==> config.mk <==
export PLATFORM = sky130hd
export DESIGN_NAME = bin_to_bcd_seq
export DESIGN_NICKNAME = d
export VERILOG_FILES = /design/src/rtl/bcd_pkg.sv /design/src/rtl/bcd_digit_adj.sv /design/src/rtl/bin_to_bcd_seq.sv
export SDC_FILE = /design/constraint.sdc
export NUM_CORES = 1
export LEC_CHECK = 0
export ABC_AREA = 1
export BUFFER_PORTS_ARGS = -buffer_cell sky130_fd_sc_hd__buf_2
export CAP_MARGIN = 20
export CORE_UTILIZATION = 64
export CTS_BUF_LIST = sky130_fd_sc_hd__clkbuf_8
export DETAILED_ROUTE_END_ITERATION = 8
export GPL_TIMING_DRIVEN = 0
export PLACE_DENSITY_LB_ADDON = 0.3
export RECOVER_POWER = 50
export SYNTH_ARGS = -nofsm -noshare
export SYNTH_HDL_FRONTEND = slang
export SYNTH_SLANG_ARGS = --single-unit
==> constraint.sdc <==
create_clock -name clk -period 2 [get_ports clk]
set_input_delay 0.2 -clock clk [delete_from_list [all_inputs] [get_ports clk]]
set_output_delay 0.2 -clock clk [all_outputs]
set_load 0.005 [all_outputs]
==> src/rtl/bcd_pkg.sv <==
// Shared definitions for the sequential binary-to-BCD converter.
//   bcd_state_e    : controller states (IDLE, SHIFT, DONE)
//   bcd_digit_t    : one packed BCD digit
//   min_bcd_digits : decimal digits needed to show 2^width-1
package bcd_pkg;

   typedef enum logic [1:0] {
      IDLE  = 2'd0,
      SHIFT = 2'd1,
      DONE  = 2'd2
   } bcd_state_e;

   typedef logic [3:0] bcd_digit_t;

   // Number of decimal digits in the largest unsigned value of the given width.
   function automatic int min_bcd_digits(input int width);
      longint unsigned max_v;
      int              n;
      max_v = (64'd1 << width) - 64'd1;
      n     = 1;
      while (max_v >= 64'd10) begin
         max_v = max_v / 64'd10;
         n     = n + 1;
      end
      return n;
   endfunction

endpackage

==> src/rtl/bcd_digit_adj.sv <==
// Double-dabble correction cell: adds 3 to a BCD digit that is 5 or more so
// the following left shift carries correctly into the next decimal digit.
//   digit_i : scratch digit before correction
//   digit_o : corrected digit
module bcd_digit_adj
   import bcd_pkg::*;
(
   input  bcd_digit_t digit_i,
   output bcd_digit_t digit_o
);

   assign digit_o = (digit_i >= 4'd5) ? (digit_i + 4'd3) : digit_i;

endmodule

==> src/rtl/bin_to_bcd_seq.sv <==
// Iterative (one bit per clock) binary-to-BCD converter using shift-add-3.
//   clk     : rising-edge clock
//   rst     : asynchronous active-high reset
//   start   : conversion request, honoured only while ready=1
//   bin_in  : unsigned binary value, captured on the accepting edge
//   ready   : high in IDLE
//   busy    : high in SHIFT
//   done    : one-cycle pulse when bcd_out is updated
//   bcd_out : packed BCD result, units digit in bits [3:0]
//
// state | meaning
// IDLE  | waiting for start; bcd_out holds the previous result
// SHIFT | one adjust+shift per cycle, WIDTH cycles in total
// DONE  | result just written to bcd_out, done=1 for this cycle
module bin_to_bcd_seq
   import bcd_pkg::*;
#(
   parameter int WIDTH  = 8,
   parameter int DIGITS = 3
) (
   input  logic                  clk,
   input  logic                  rst,
   input  logic                  start,
   input  logic [WIDTH-1:0]      bin_in,
   output logic                  ready,
   output logic                  busy,
   output logic                  done,
   output logic [4*DIGITS-1:0]   bcd_out
);

   localparam int BCD_W = 4 * DIGITS;
   localparam int CNT_W = $clog2(WIDTH + 1);
   localparam logic [CNT_W-1:0] LAST_CNT = CNT_W'(WIDTH - 1);

   if (WIDTH < 4 || WIDTH > 32) begin : g_bad_width
      $error("bin_to_bcd_seq: WIDTH=%0d outside 4..32", WIDTH);
   end

   if (DIGITS < min_bcd_digits(WIDTH)) begin : g_bad_digits
      $error("bin_to_bcd_seq: DIGITS=%0d too small for WIDTH=%0d", DIGITS, WIDTH);
   end

   bcd_state_e        state_q;
   logic [BCD_W-1:0]  scratch_q, scratch_d;
   logic [WIDTH-1:0]  shreg_q, shreg_d;
   logic [CNT_W-1:0]  cnt_q;
   logic [BCD_W-1:0]  bcd_q;
   logic              ready_q, busy_q, done_q;
   logic [BCD_W-1:0]  adj;

   for (genvar g = 0; g < DIGITS; g++) begin : g_adj
      bcd_digit_adj u_adj (
         .digit_i (scratch_q[4*g +: 4]),
         .digit_o (adj[4*g +: 4])
      );
   end

   // Adjust first, then shift; the MSB of the binary register enters the units digit.
   assign {scratch_d, shreg_d} = {adj, shreg_q} << 1;

   always_ff @(posedge clk or posedge rst) begin
      if (rst) begin
         state_q   <= IDLE;
         scratch_q <= '0;
         shreg_q   <= '0;
         cnt_q     <= '0;
         bcd_q     <= '0;
         ready_q   <= 1'b1;
         busy_q    <= 1'b0;
         done_q    <= 1'b0;
      end else begin
         case (state_q)
            IDLE: begin
               if (start) begin
                  shreg_q   <= bin_in;
                  scratch_q <= '0;
                  cnt_q     <= '0;
                  state_q   <= SHIFT;
                  ready_q   <= 1'b0;
                  busy_q    <= 1'b1;
               end
            end
            SHIFT: begin
               scratch_q <= scratch_d;
               shreg_q   <= shreg_d;
               // Reaches WIDTH on the final shift; CNT_W is sized so this never wraps.
               cnt_q     <= cnt_q + CNT_W'(1);
               if (cnt_q == LAST_CNT) begin
                  bcd_q   <= scratch_d;
                  state_q <= DONE;
                  busy_q  <= 1'b0;
                  done_q  <= 1'b1;
               end
            end
            DONE: begin
               state_q <= IDLE;
               done_q  <= 1'b0;
               ready_q <= 1'b1;
            end
            default: begin
               state_q <= IDLE;
               ready_q <= 1'b1;
               busy_q  <= 1'b0;
               done_q  <= 1'b0;
            end
         endcase
      end
   end

   assign ready   = ready_q;
   assign busy    = busy_q;
   assign done    = done_q;
   assign bcd_out = bcd_q;

endmodule
After elaboration in Yosys (flattened, before gate mapping):

Cells that the tools add are included.
Widths: inputs -> output; s select.

* $mul: 0
* $lt $le $gt $ge: 3
* mux-type cells: 19
* $add $sub $neg: 4
* div/mod/pow operators: 0
* bitwise operators: 3
* shifts and indexed selects: 0
* eq/ne operators: 5
* reduce and logical (&&, ||, !) cells: 8

Operator list (number)
* $pmux 12 s2: 1
* $pmux 8 s2: 1
* $ge 4x3->1 const B: 3
* $mux 12: 1
* $mux 4: 3
* $reduce_and 2->1: 5
* $add 4x2->4 const B: 2
* $mux 8: 1
* $pmux 4 s2: 1
* $add 4x1->4 const B: 1
* $eq 4x3->1 const B: 1
* $mux 1: 4
* $mux 2: 2
* $ne 2x2->1 const B: 2
* $pmux 1 s2: 2
* $pmux 2 s2: 1
* $add 3x2->3 const B: 1
* $mux 3: 1
* $not 1->1: 3
* $pmux 1 s3: 1
* $reduce_and 3->1: 1
* $eq 2x1->1 const B: 1
* $eq 2x2->1 const B: 1
* $logic_not 2->1: 1
* $reduce_bool 2->1: 1

* logic and storage cells: 50
* ROM bits: 0
* latch bits: 0
* input port bits: 11
* register bits after elaboration: 41
* memory bits (writable): 0
* output and inout port bits: 15
* memories: 0

Longest topological paths before layout:

Gate-level depths: netlist of the first run.

* depth in word-level cells: 3
* mapped depth: 8

Cells and area by module:

Synthesis of the first run repeated with hierarchy kept, for this count alone.

* cell total of the unflattened synthesis: 263
* area, all modules: 2150.8 um^2

By module, submodules not included
* bin_to_bcd_seq: times used 1, area each 1745.4 um^2, cells an instance 194, seq. area each 1027.2 um^2
* bcd_digit_adj: times used 3, area each 135.1 um^2, cells an instance 23, seq. area each 0.0 um^2

Worst setup path before layout of the first run:

OpenSTA, ideal clock, no wires.

* kind: register to register
* start point: reg cnt_q[0]
* end point: reg bcd_q[4] (netlist: bcd_out[4])
* path slack: 0.751 ns
* stages on the path, launching flop included: 9
* clock period less this slack: 1.249 ns
* data required time: 1.883 ns
* arrival: 1.132 ns
* setup time: 0.117 ns
* cells stage by stage: dfrtp_1 ha_1 nand2_2 nor2_4 nand2_4 clkinv_2 buf_12 nand3_2 nand2_1

* cells in the longest elaborated chain, start to end: 2

Ends and longest elaborated chain
* start: declaration: line bin_to_bcd_seq.sv:46 `logic [CNT_W-1:0] cnt_q;`
* start signal: assignment: line bin_to_bcd_seq.sv:87 `cnt_q <= cnt_q + CNT_W'(1);`
* $eq 4x3->1: line bin_to_bcd_seq.sv:88 `if (cnt_q == LAST_CNT) begin`
* $reduce_and 2->1 (no source line)
* end signal: assignment: line bin_to_bcd_seq.sv:89 `bcd_q <= scratch_d;`
* end: declaration: line bin_to_bcd_seq.sv:47 `logic [BCD_W-1:0] bcd_q;`

Every way passes these cells.
A chain may end at the register's enable or synchronous reset.

Worst setup path after layout of the first run:

* start point: reg scratch_q[5]
* end point: reg bcd_q[7] (netlist: bcd_out[7])

* cells in the longest elaborated chain, start to end: 2
* elaborated cells on any way between the ends: 3

Ends and longest elaborated chain
* start: declaration: line bin_to_bcd_seq.sv:44 `logic [BCD_W-1:0] scratch_q, scratch_d;`
* start signal: assignment: line bin_to_bcd_seq.sv:84 `scratch_q <= scratch_d;`
* $add 4x2->4 or $ge 4x3->1 (tied branches): line bcd_digit_adj.sv:12 `assign digit_o = (digit_i >= 4'd5) ? (digit_i + 4'd3) : digit_i;`
* $mux 4 (*): line bcd_digit_adj.sv:12

Every way passes the cells marked *; elsewhere a longest branch is shown, timed or not.

==> summary.md, run 1 <==
| Metric | Value |
|---|---|
| Slew headroom | 0.0118 |
| Vert. Die Dim | 57.8 µm |
| TritonCTS Sinks | 41 |
| Core area | 0.00285 mm² |
| Avg WL per Cell | 13.1 µm |
| Data arrival, critical path | 1670 ps |
| Vias post-DR | 1649 |
| Fin crit period | 1440 ps |
| DRT Pass-1 Iters | 6 |
| Inserted Diodes | 0 |
| Critical Path RT | 2230 ps |
| Layout cells sized above 1 | 0.201 |
| Starting Density | 0.699 |
| # setup viols final | 0 |
| Final hold vios | 0 |
| Row cnt | 19 |
| GR Overflow Total | 0 |
| Clock Pin Slew Worst Setup and Hold Paths | 80 ps |
| Longest Clk Path Bufs | 2 |
| CTS resizes | 0 |
| Max Freq | 696 MHz |
| Remaining antenna violation count | 0 |
| I/O pin count | 26 |
| DRC viols | 3 |
| Most frequent cells in the layout | nand2_1, dfrtp_1, buf_2, nand3_1, inv_1 |
| Mapped Area | 0.00199 mm² |
| Crit Path Max Fanout | 4 |
| Yosys warning total | 0 |
| Die Width | 57.8 µm |
| R2R Setup Slk | 560 ps |
| P_leak | 1.23 nW |
| Post-Synthesis Cells | 236 |
| Gpl congestion | 0.854 |
| Commonest non-fill, non-tap cell in the layout | nand2_1 |
| PD cells | 1630 mW/mm² |
| Wire length on met3 | 139 µm |
| Design Power | 0.00370 W |
| Status | finished, violations left |
| I/O Buffers | 25 |
| CTS tree | yes |
| Highest routed layer | met4 |
| Worst reg2reg startpoint | scratch_q[5] |
| Die Area | 0.00334 mm² |
| DRT iter0 DRCs | 90 |
| Cts hold-fix bufs | 0 |
| CP Launch Type | flip-flop |
| Vias/cell | 5.50 |
| Worst r2r path cells | 7 |
| TritonCTS Buffers | 5 |
| Syn_area_per_cell | 8.45 µm² |
| Setup CP Type | flip-flop to flip-flop |
| Syn nets | 254 |
| Seq cells post-synth | 41 |
| Reg2reg end | bcd_out[7] |
| VDD IR max | 1.09 mV |
| Syn-to-layout area delta | 13.9% |
| Failing checks | design-rule violations, max-capacitance violations |
| Final period utilization | 0.718 |
| Max Slew Vio Count | 0 |
| DP HPWL | 2.71 mm |
| Global-route wire length before repair | 6.53 mm |
| Clock latency on the worst-skew pair | 290 ps |
| Register area share after synthesis | 0.515 |
| WL met1 | 1.75 mm |
| H-tree levels | 2 |
| Crit path capture | bcd_out[7] |
| Final wirelength | 3.94 mm |
| Number of library cell types mapped by synthesis | 23 |
| Final TNS setup | 0 ps |
| Nets | 286 |
| Max cap viols | 1 |
| Clock Skew | 8.07 ps |
| Initial antenna violation count | 0 |
| Worst setup path start | scratch_q[5] |
| GRT Total Usage | 0.261 |
| Postcts setup bufs | 0 |
| Hold/Removal Path Class | input pin to flip-flop |
| RSZ-0062 raised after global routing | false |
| Met2 wire len | 1.98 mm |
| Pin count of the biggest net entering global routing | 42 |
| Clk root buf | clkbuf_8 |
| Worst slew pin tran | 1480 ps |
| Number of global-route vias before repair | 1493 |
| # fillers | 196 |
| Setup crit end kind | flip-flop |
[cells by family after synthesis]
kind of cell,after synthesis,synth area share
AND/OR/NAND/NOR,143,0.328
buffers and inverters,28,0.0653
adder cells (fa/ha/maj),7,0.0439
flip-flops,41,0.515
AO/OA/AOI/OAI,17,0.0477
[Yosys cell counts]
| cell | instances | area (µm²) |
|---|---|---|
| a21boi_0 | 2 | 15.0 |
| a21oi_1 | 1 | 5.00 |
| buf_12 | 1 | 20.0 |
| buf_2 | 3 | 15.0 |
| buf_4 | 1 | 7.51 |
| clkinv_2 | 1 | 5.00 |
| dfrtp_1 | 40 | 1000 |
| dfstp_2 | 1 | 26.3 |
| ha_1 | 7 | 87.6 |
| inv_1 | 19 | 71.3 |
| inv_2 | 3 | 11.3 |
| nand2_1 | 95 | 357 |
| nand2_2 | 4 | 25.0 |
| nand2_4 | 1 | 11.3 |
| nand3_1 | 22 | 110 |
| nand3_2 | 7 | 70.1 |
| nand4_1 | 7 | 43.8 |
| nor2_1 | 5 | 18.8 |
| nor2_2 | 1 | 6.26 |
| nor2_4 | 1 | 11.3 |
| o211ai_1 | 1 | 7.51 |
| o21ai_0 | 11 | 55.1 |
| o22ai_1 | 2 | 12.5 |
[where the power goes]
part	switching, W	total [W]	internal (W)
clock	0.000277	0.000679	0.000402
sequential	0.000253	0.00146	0.00120
combinational	0.000987	0.00156	0.000577
[worst min-delay path by stage]
stage / startpoint / end / slack (ps) / cells past startpoint
after floorplan: bin_in[0] / shreg_q[0] / 320 / 2
after global placement: bin_in[0] / shreg_q[0] / 400 / 3
after detailed placement: rst / bcd_out[5] / 410 / 2
after CTS: rst / bcd_out[5] / 100 / 2
after global routing: bin_in[5] / shreg_q[5] / 130 / 3
final: bin_in[0] / shreg_q[0] / 130 / 3
[cell type report]
cell class | count | area, µm² | area share
repair buffers | 25 | 123 | 0.0540
well taps | 31 | 38.8 | 0.0171
inverters | 23 | 87.6 | 0.0386
flip-flops and latches | 41 | 1030 | 0.452
clock inverters | 2 | 33.8 | 0.0149
clock buffers | 6 | 82.6 | 0.0364
plain buffers | 5 | 42.5 | 0.0187
multi-input cells | 167 | 836 | 0.368
[through the flow]
stage	cells	utilization	cell area, µm²	worst slack [ps]	hold slack (ps)
finish	300	0.796	2270	563	128
global route	300	0.796	2270	434	128
CTS	300	0.797	2270	582	98.5
detailed placement	292	0.756	2160	614	412
global placement	292	0.756	2160	359	401
floorplan	236	-	1990	751	317
[flip-flops by register name (all words and copies together), names as in the netlist]
signal	flops
bcd_out	12
done	1
ready	1
scratch_q	12
shreg_q	8
state_q	2
busy	1
cnt_q	4
[worst max-delay path, cell delays in order, from the launching register on]
cell      delay (ps)
dfrtp_1          400
inv_1            130
ha_1             160
inv_1             50
nand2_1          110
a21boi_0         350
nand2_1          110
nand2_1           70
[routing by layer]
metal	track usage	vias up
met5	0	-
met4	0.102	0
met3	0.0491	8
met2	0.443	38
met1	0.333	785
li1	-	818
Power figures use the tool's default switching activity.
==> run 2: changes to the inputs <==
--- a/config.mk
+++ b/config.mk
@@ -8,7 +8,7 @@
 export ABC_AREA = 1
 export BUFFER_PORTS_ARGS = -buffer_cell sky130_fd_sc_hd__buf_2
 export CAP_MARGIN = 20
-export CORE_UTILIZATION = 64
+export CORE_UTILIZATION = 53
 export CTS_BUF_LIST = sky130_fd_sc_hd__clkbuf_8
 export DETAILED_ROUTE_END_ITERATION = 8
 export GPL_TIMING_DRIVEN = 0
==> constraint.sdc (replaced) <==
create_clock -name clk -period 1.3 [get_ports clk]
set_input_delay 0.13 -clock clk [delete_from_list [all_inputs] [get_ports clk]]
set_output_delay 0.13 -clock clk [all_outputs]
set_load 0.005 [all_outputs]
==> run 2 against run 1 <==
  * The run ends with negative hold slack left
  * Highest routed layer unchanged
  * Utilization decreased by 9.1 points
  * Global-route usage down 3.2 points
  * Setup slack got worse by 510 ps
  * First-iteration DRC count up 36%
==> summary.md, run 2 (same netlist as run 1, synthesis figures left out) <==
| Metric | Value |
|---|---|
| # setup viols final | 0 (unchanged) |
| Clock latency on the worst-skew pair | 300 ps (was 290 ps) |
| Global-route wire length before repair | 7.10 mm (was 6.53 mm) |
| Status | finished, violations left (unchanged) |
| Final period utilization | 0.961 (was 0.718) |
| Multi-input logic area | 943 µm² (was 836 µm²) |
| Inserted Diodes | 0 (unchanged) |
| Slew headroom | 0.444 (was 0.0118) |
| Clock Pin Slew Worst Setup and Hold Paths | 80 ps (about the same) |
| Critical Path RT | 1490 ps (was 2230 ps) |
| Pre-CTS setup slack | -77.3 ps (was 614 ps) |
| Final wirelength | 4.17 mm (was 3.94 mm) |
| Cells after DPL | 307 (was 292) |
| Die Area | 0.00401 mm² (was 0.00334 mm²) |
| Most frequent cells in the layout | nand2_1, dfrtp_1, buf_2, nand3_1, inv_1 (unchanged) |
| Vias/cell | 5.33 (was 5.50) |
| Final hold vios | 13 (was 0) |
| Max Slew Vio Count | 0 (unchanged) |
| Max Freq | 801 MHz (was 696 MHz) |
| CTS tree | yes (unchanged) |
| Avg WL per Cell | 12.9 µm (was 13.1 µm) |
| Syn-to-layout area delta | 22.7% (was 13.9%) |
| PD cells | 2460 mW/mm² (was 1630 mW/mm²) |
| Clock Skew | 5.46 ps (was 8.07 ps) |
| TritonCTS Buffers | 5 (unchanged) |
| Cts hold-fix bufs | 0 (unchanged) |
| H-tree levels | 2 (unchanged) |
| Gpl congestion | 0.880 (was 0.854) |
| RSZ-0062 raised after global routing | true (was false) |
| Number of global-route vias before repair | 1657 (was 1493) |
| Starting Density | 0.575 (was 0.699) |
| Setup CP Type | flip-flop to flip-flop (unchanged) |
| Hold/Removal Path Class | input pin to async pin (was input pin to flip-flop) |
| Fin cells | 324 (was 300) |
| P_leak | 1.29 nW (was 1.23 nW) |
| DRT iter0 DRCs | 122 (was 90) |
| Nets | 295 (was 286) |
| Vias post-DR | 1726 (was 1649) |
| Final Worst Setup Slack | 51.3 ps (was 563 ps) |
| Core area | 0.00347 mm² (was 0.00285 mm²) |
| R2R Setup Slk | 50 ps (was 560 ps) |
| VDD IR max | 1.22 mV (was 1.09 mV) |
| Pin count of the biggest net entering global routing | 42 (unchanged) |
| I/O Buffers | 25 (unchanged) |
| Worst hold margin | -12.6 ps (was 128 ps) |
| Commonest non-fill, non-tap cell in the layout | nand2_1 (unchanged) |
| I/O pin count | 26 (unchanged) |
| TritonCTS Sinks | 41 (unchanged) |
| Worst reg2reg startpoint | scratch_q[0] (was scratch_q[5]) |
| Worst setup path start | scratch_q[0] (was scratch_q[5]) |
| Die Width | 63.3 µm (was 57.8 µm) |
| GR Overflow Total | 0 (unchanged) |
| Data arrival, critical path | 1440 ps (was 1670 ps) |
| Failing checks | negative hold slack (was design-rule violations, max-capacitance violations) |
| DRT Pass-1 Iters | 4 (was 6) |
| Layout cells sized above 1 | 0.324 (was 0.201) |
| Row cnt | 21 (was 19) |
| Setup crit end kind | flip-flop (unchanged) |
| # fillers | 275 (was 196) |
| DRC viols | 0 (was 3) |
| GRT Total Usage | 0.229 (was 0.261) |
| Fin crit period | 1250 ps (was 1440 ps) |
| CP Launch Type | flip-flop (unchanged) |
| Initial antenna violation count | 0 (unchanged) |
| Max cap viols | 0 (was 1) |
| Vert. Die Dim | 63.3 µm (was 57.8 µm) |
| Remaining antenna violation count | 0 (unchanged) |
| DP HPWL | 2.71 mm (about the same) |
| Crit Path Max Fanout | 4 (unchanged) |
| Clk root buf | clkbuf_8 (unchanged) |
| Worst slew pin tran | 833 ps (was 1480 ps) |
| Longest Clk Path Bufs | 2 (unchanged) |
| Register Area | 0.00103 mm² (unchanged) |
## run 2: cell types whose count changed in the layout (fill, tap and decap cells not counted), moves of 2 or more
cell and change:
ha_2 +2, nand2_2 +7, a21boi_0 -2, inv_2 +6, nand3_1 -3, inv_1 -8
nand2_1 -10, buf_4 +9, ha_1 -3, nand3_4 +2, nand2_4 +3, clkbuf_1 -2
inv_4 +2
## run 2: cell type report
cell class | instances | area share
plain buffers | 5 | 0.0199
repair buffers | 34 | 0.0783
clock inverters | 3 | 0.00716
flip-flops and latches | 41 | 0.420
well taps | 46 | 0.0235
multi-input cells | 167 | 0.386
clock buffers | 5 | 0.0281
inverters | 23 | 0.0373
## run 2: metal layers
metal	GRT usage	wire length (µm)
met5	0	0
met3	0.0616	196
met2	0.378	2070
met1	0.285	1830
met4	0.0852	77
## run 2: final timing paths
path / depth (start not counted) / to
worst max register to register: 7 / scratch_q[1]
worst min-delay path: 2 / bcd_out[3]
worst min register to register: 2 / bcd_out[6]
max in group asynchronous: 2 / scratch_q[9]
worst max-delay path: 7 / scratch_q[1]
min in group clk: 3 / shreg_q[0]
## run 2: worst max-delay path: stages, from the launching register on
cell	delay, ps
dfrtp_1	430
inv_2	120
ha_4	140
inv_2	50
nand2_4	80
nand4_1	150
nand3_1	120
nand2_1	60
## run 2: repair_timing
item / 4_1_cts / 5_1_grt
buffers inserted: 4 / 5
endpoints found under the setup margin: 22 / 30
gates resized for setup: 10 / 30
pin swaps: 0 / 6
endpoints found under the hold margin: 0 / 0
## run 2: through the flow
stage	utilization	area, µm²	hold slack, ps	TNS (ps)	total power, W
global placement	0.627	2180	331	-12380	0.00452
floorplan	-	1990	247	0	0.00394
detailed placement	0.627	2180	339	-819	0.00463
CTS	0.668	2320	27.2	0	0.00561
global route	0.705	2450	37.4	-171	0.00653
finish	0.705	2450	-12.6	0	0.00601
## run 2: report_power, final
part           internal (W)  switching [W]  total, W
Clock              0.000371       0.000457  0.000827
Combinational       0.00119        0.00173   0.00292
Sequential          0.00185       0.000411   0.00226
Total               0.00342        0.00260   0.00601
==> run 3: changes to the inputs <==
--- a/config.mk
+++ b/config.mk
@@ -10,8 +10,10 @@
 export CAP_MARGIN = 20
 export CORE_UTILIZATION = 53
 export CTS_BUF_LIST = sky130_fd_sc_hd__clkbuf_8
+export CTS_CLUSTER_DIAMETER = 60
 export DETAILED_ROUTE_END_ITERATION = 8
 export GPL_TIMING_DRIVEN = 0
+export HOLD_SLACK_MARGIN = 0.15
 export PLACE_DENSITY_LB_ADDON = 0.3
 export RECOVER_POWER = 50
 export SYNTH_ARGS = -nofsm -noshare
==> run 3 against run 2 <==
  * The flow now finishes without violations
  * Die area stayed put
  * Clock power hardly changed
  * Combinational power is 2% higher
  * Non-clock buffer count is 9 higher
  * Clock skew is 1.1 ps higher
  * Utilization is 2.7 points higher
  * Critical path depth is 1 higher
  * Total power is 0.70% higher
  * Maximum frequency is 1.4% lower
  * Largest cell class unchanged
==> summary.md, run 3 (same netlist as run 1, synthesis figures left out) <==
| Metric | Value |
|---|---|
| Die Area | 0.00401 mm² (unchanged) |
| # fillers | 259 (was 275) |
| Reg2reg end | scratch_q[2] (was scratch_q[1]) |
| H-tree levels | 2 (unchanged) |
| Slew headroom | 0.443 (was 0.444) |
| Fin cells | 333 (was 324) |
| Setup crit end kind | flip-flop (unchanged) |
| I/O Buffers | 25 (unchanged) |
| Crit Path Max Fanout | 4 (unchanged) |
| I/O pin count | 26 (unchanged) |
| Remaining antenna violation count | 0 (unchanged) |
| Gpl congestion | 0.880 (unchanged) |
| Most frequent cells in the layout | nand2_1, dfrtp_1, buf_2, nand3_1, inv_1 (unchanged) |
| Worst r2r path cells | 8 (was 7) |
| Finished Cell Area | 0.00254 mm² (was 0.00245 mm²) |
| Clock Pin Slew Worst Setup and Hold Paths | 80 ps (about the same) |
| Layout cells sized above 1 | 0.307 (was 0.324) |
| Starting Density | 0.575 (unchanged) |
| Placed cell areas | 0.00218 mm² (unchanged) |
| DRT Pass-1 Iters | 4 (unchanged) |
| Pin count of the biggest net entering global routing | 42 (unchanged) |
| Multi-input logic area | 948 µm² (was 943 µm²) |
| Hold endpoint | state_q[0] |
| Final period utilization | 0.974 (was 0.961) |
| Nets | 304 (was 295) |
| Global-route wire length before repair | 7.33 mm (was 7.10 mm) |
| Max cap viols | 0 (unchanged) |
| TritonCTS Sinks | 41 (unchanged) |
| Status | finished clean (was finished, violations left) |
| Critical Path RT | 1490 ps (about the same) |
| Commonest non-fill, non-tap cell in the layout | nand2_1 (unchanged) |
| TritonCTS Buffers | 5 (unchanged) |
| Final hold vios | 0 (was 13) |
| Initial antenna violation count | 0 (unchanged) |
| Pre-CTS setup slack | -77.3 ps (unchanged) |
| DP HPWL | 2.71 mm (unchanged) |
| Max Slew Vio Count | 0 (unchanged) |
| Avg WL per Cell | 13.1 µm (was 12.9 µm) |
| RSZ-0062 raised after global routing | true (unchanged) |
| Inserted Diodes | 0 (unchanged) |
| Number of global-route vias before repair | 1708 (was 1657) |
| Register Area | 0.00103 mm² (unchanged) |
| Max Freq | 789 MHz (was 801 MHz) |
| GRT Total Usage | 0.237 (was 0.229) |
| Clock latency on the worst-skew pair | 300 ps (about the same) |
| Final Worst Setup Slack | 33.2 ps (was 51.3 ps) |
| DRC viols | 0 (unchanged) |
| Vert. Die Dim | 63.3 µm (unchanged) |
| # setup viols final | 0 (unchanged) |
| Die Width | 63.3 µm (unchanged) |
| Worst hold margin | 177 ps (was -12.6 ps) |
| Hold depth | 3 |
| Core area | 0.00347 mm² (unchanged) |
| Setup CP Type | flip-flop to flip-flop (unchanged) |
| VDD IR max | 1.24 mV (was 1.22 mV) |
| CP Launch Type | flip-flop (unchanged) |
| DRT iter0 DRCs | 128 (was 122) |
| Worst slew pin tran | 835 ps (was 833 ps) |
| P_leak | 1.33 nW (was 1.29 nW) |
| Worst reg2reg startpoint | scratch_q[0] (unchanged) |
| GR Overflow Total | 0 (unchanged) |
| Row cnt | 21 (unchanged) |
| Vias post-DR | 1740 (was 1726) |
| Cells after DPL | 307 (unchanged) |
| Data arrival, critical path | 1460 ps (was 1440 ps) |
| Vias/cell | 5.23 (was 5.33) |
| CTS tree | yes (unchanged) |
| Final wirelength | 4.38 mm (was 4.17 mm) |
| Clock Skew | 6.53 ps (was 5.46 ps) |
| R2R Setup Slk | 30 ps (was 50 ps) |
| Hold/Removal Path Class | input pin to flip-flop (was input pin to async pin) |
| Clk root buf | clkbuf_8 (unchanged) |
| Longest Clk Path Bufs | 2 (unchanged) |
| PD cells | 2390 mW/mm² (was 2460 mW/mm²) |
| Hold Startpoint | start |
| Syn-to-layout area delta | 27.4% (was 22.7%) |
| Fin crit period | 1270 ps (was 1250 ps) |
run 3: cell type report:
cell class | count | share of cell area
Inverter | 23 | 0.0360
Tap cell | 46 | 0.0227
Clock inverter | 3 | 0.00690
Multi-Input combinational cell | 167 | 0.374
Sequential cell | 41 | 0.405
Buffer | 5 | 0.0192
Clock buffer | 5 | 0.0271
Timing Repair Buffer | 43 | 0.110
run 3: power breakdown:
part	internal [W]	switching [W]
Combinational	0.00121	0.00176
Sequential	0.00185	0.000411
Clock	0.000370	0.000456
run 3: through the flow:
step                      total power (W)  setup TNS [ps]  utilization
after detailed placement          0.00463            -819        0.627
after global placement            0.00452          -12380        0.627
after floorplan                   0.00394               0            -
after global routing              0.00658            -181        0.732
after CTS                         0.00563               0        0.694
final                             0.00606               0        0.732
run 3: worst max-delay path: stages (launching register included):
cell and delay (ps):
dfrtp_1 430, inv_2 90, ha_4 170, inv_2 80, nand2_4 70, nand3_4 110
nand2_2 90, nand3_1 70, nand2_1 50
run 3: worst max-delay path by stage:
stage                               to  cells after the start    startpoint  slack [ps]
after CTS                 scratch_q[2]                      8  scratch_q[0]           7
final                     scratch_q[2]                      8  scratch_q[0]          30
after global routing        bcd_out[2]                      8      cnt_q[0]         -30
after detailed placement  scratch_q[1]                      8  scratch_q[0]         -80
after floorplan             bcd_out[4]                      8      cnt_q[0]          50
after global placement            busy                      2           rst        -300
run 3: timing repair:
item / 4_1_cts / 5_1_grt
endpoints found under the hold margin: 48 / 0
hold buffers: 9 / 0
setup endpoints to repair: 22 / 31
pin swaps: 0 / 8
buffers inserted: 4 / 5
gates resized for setup: 10 / 31
run 3: metal layers:
layer,GRT usage,wire length (µm)
met1,0.291,1940
met2,0.398,2260
met3,0.0616,130
met4,0.0852,50
met5,0,0
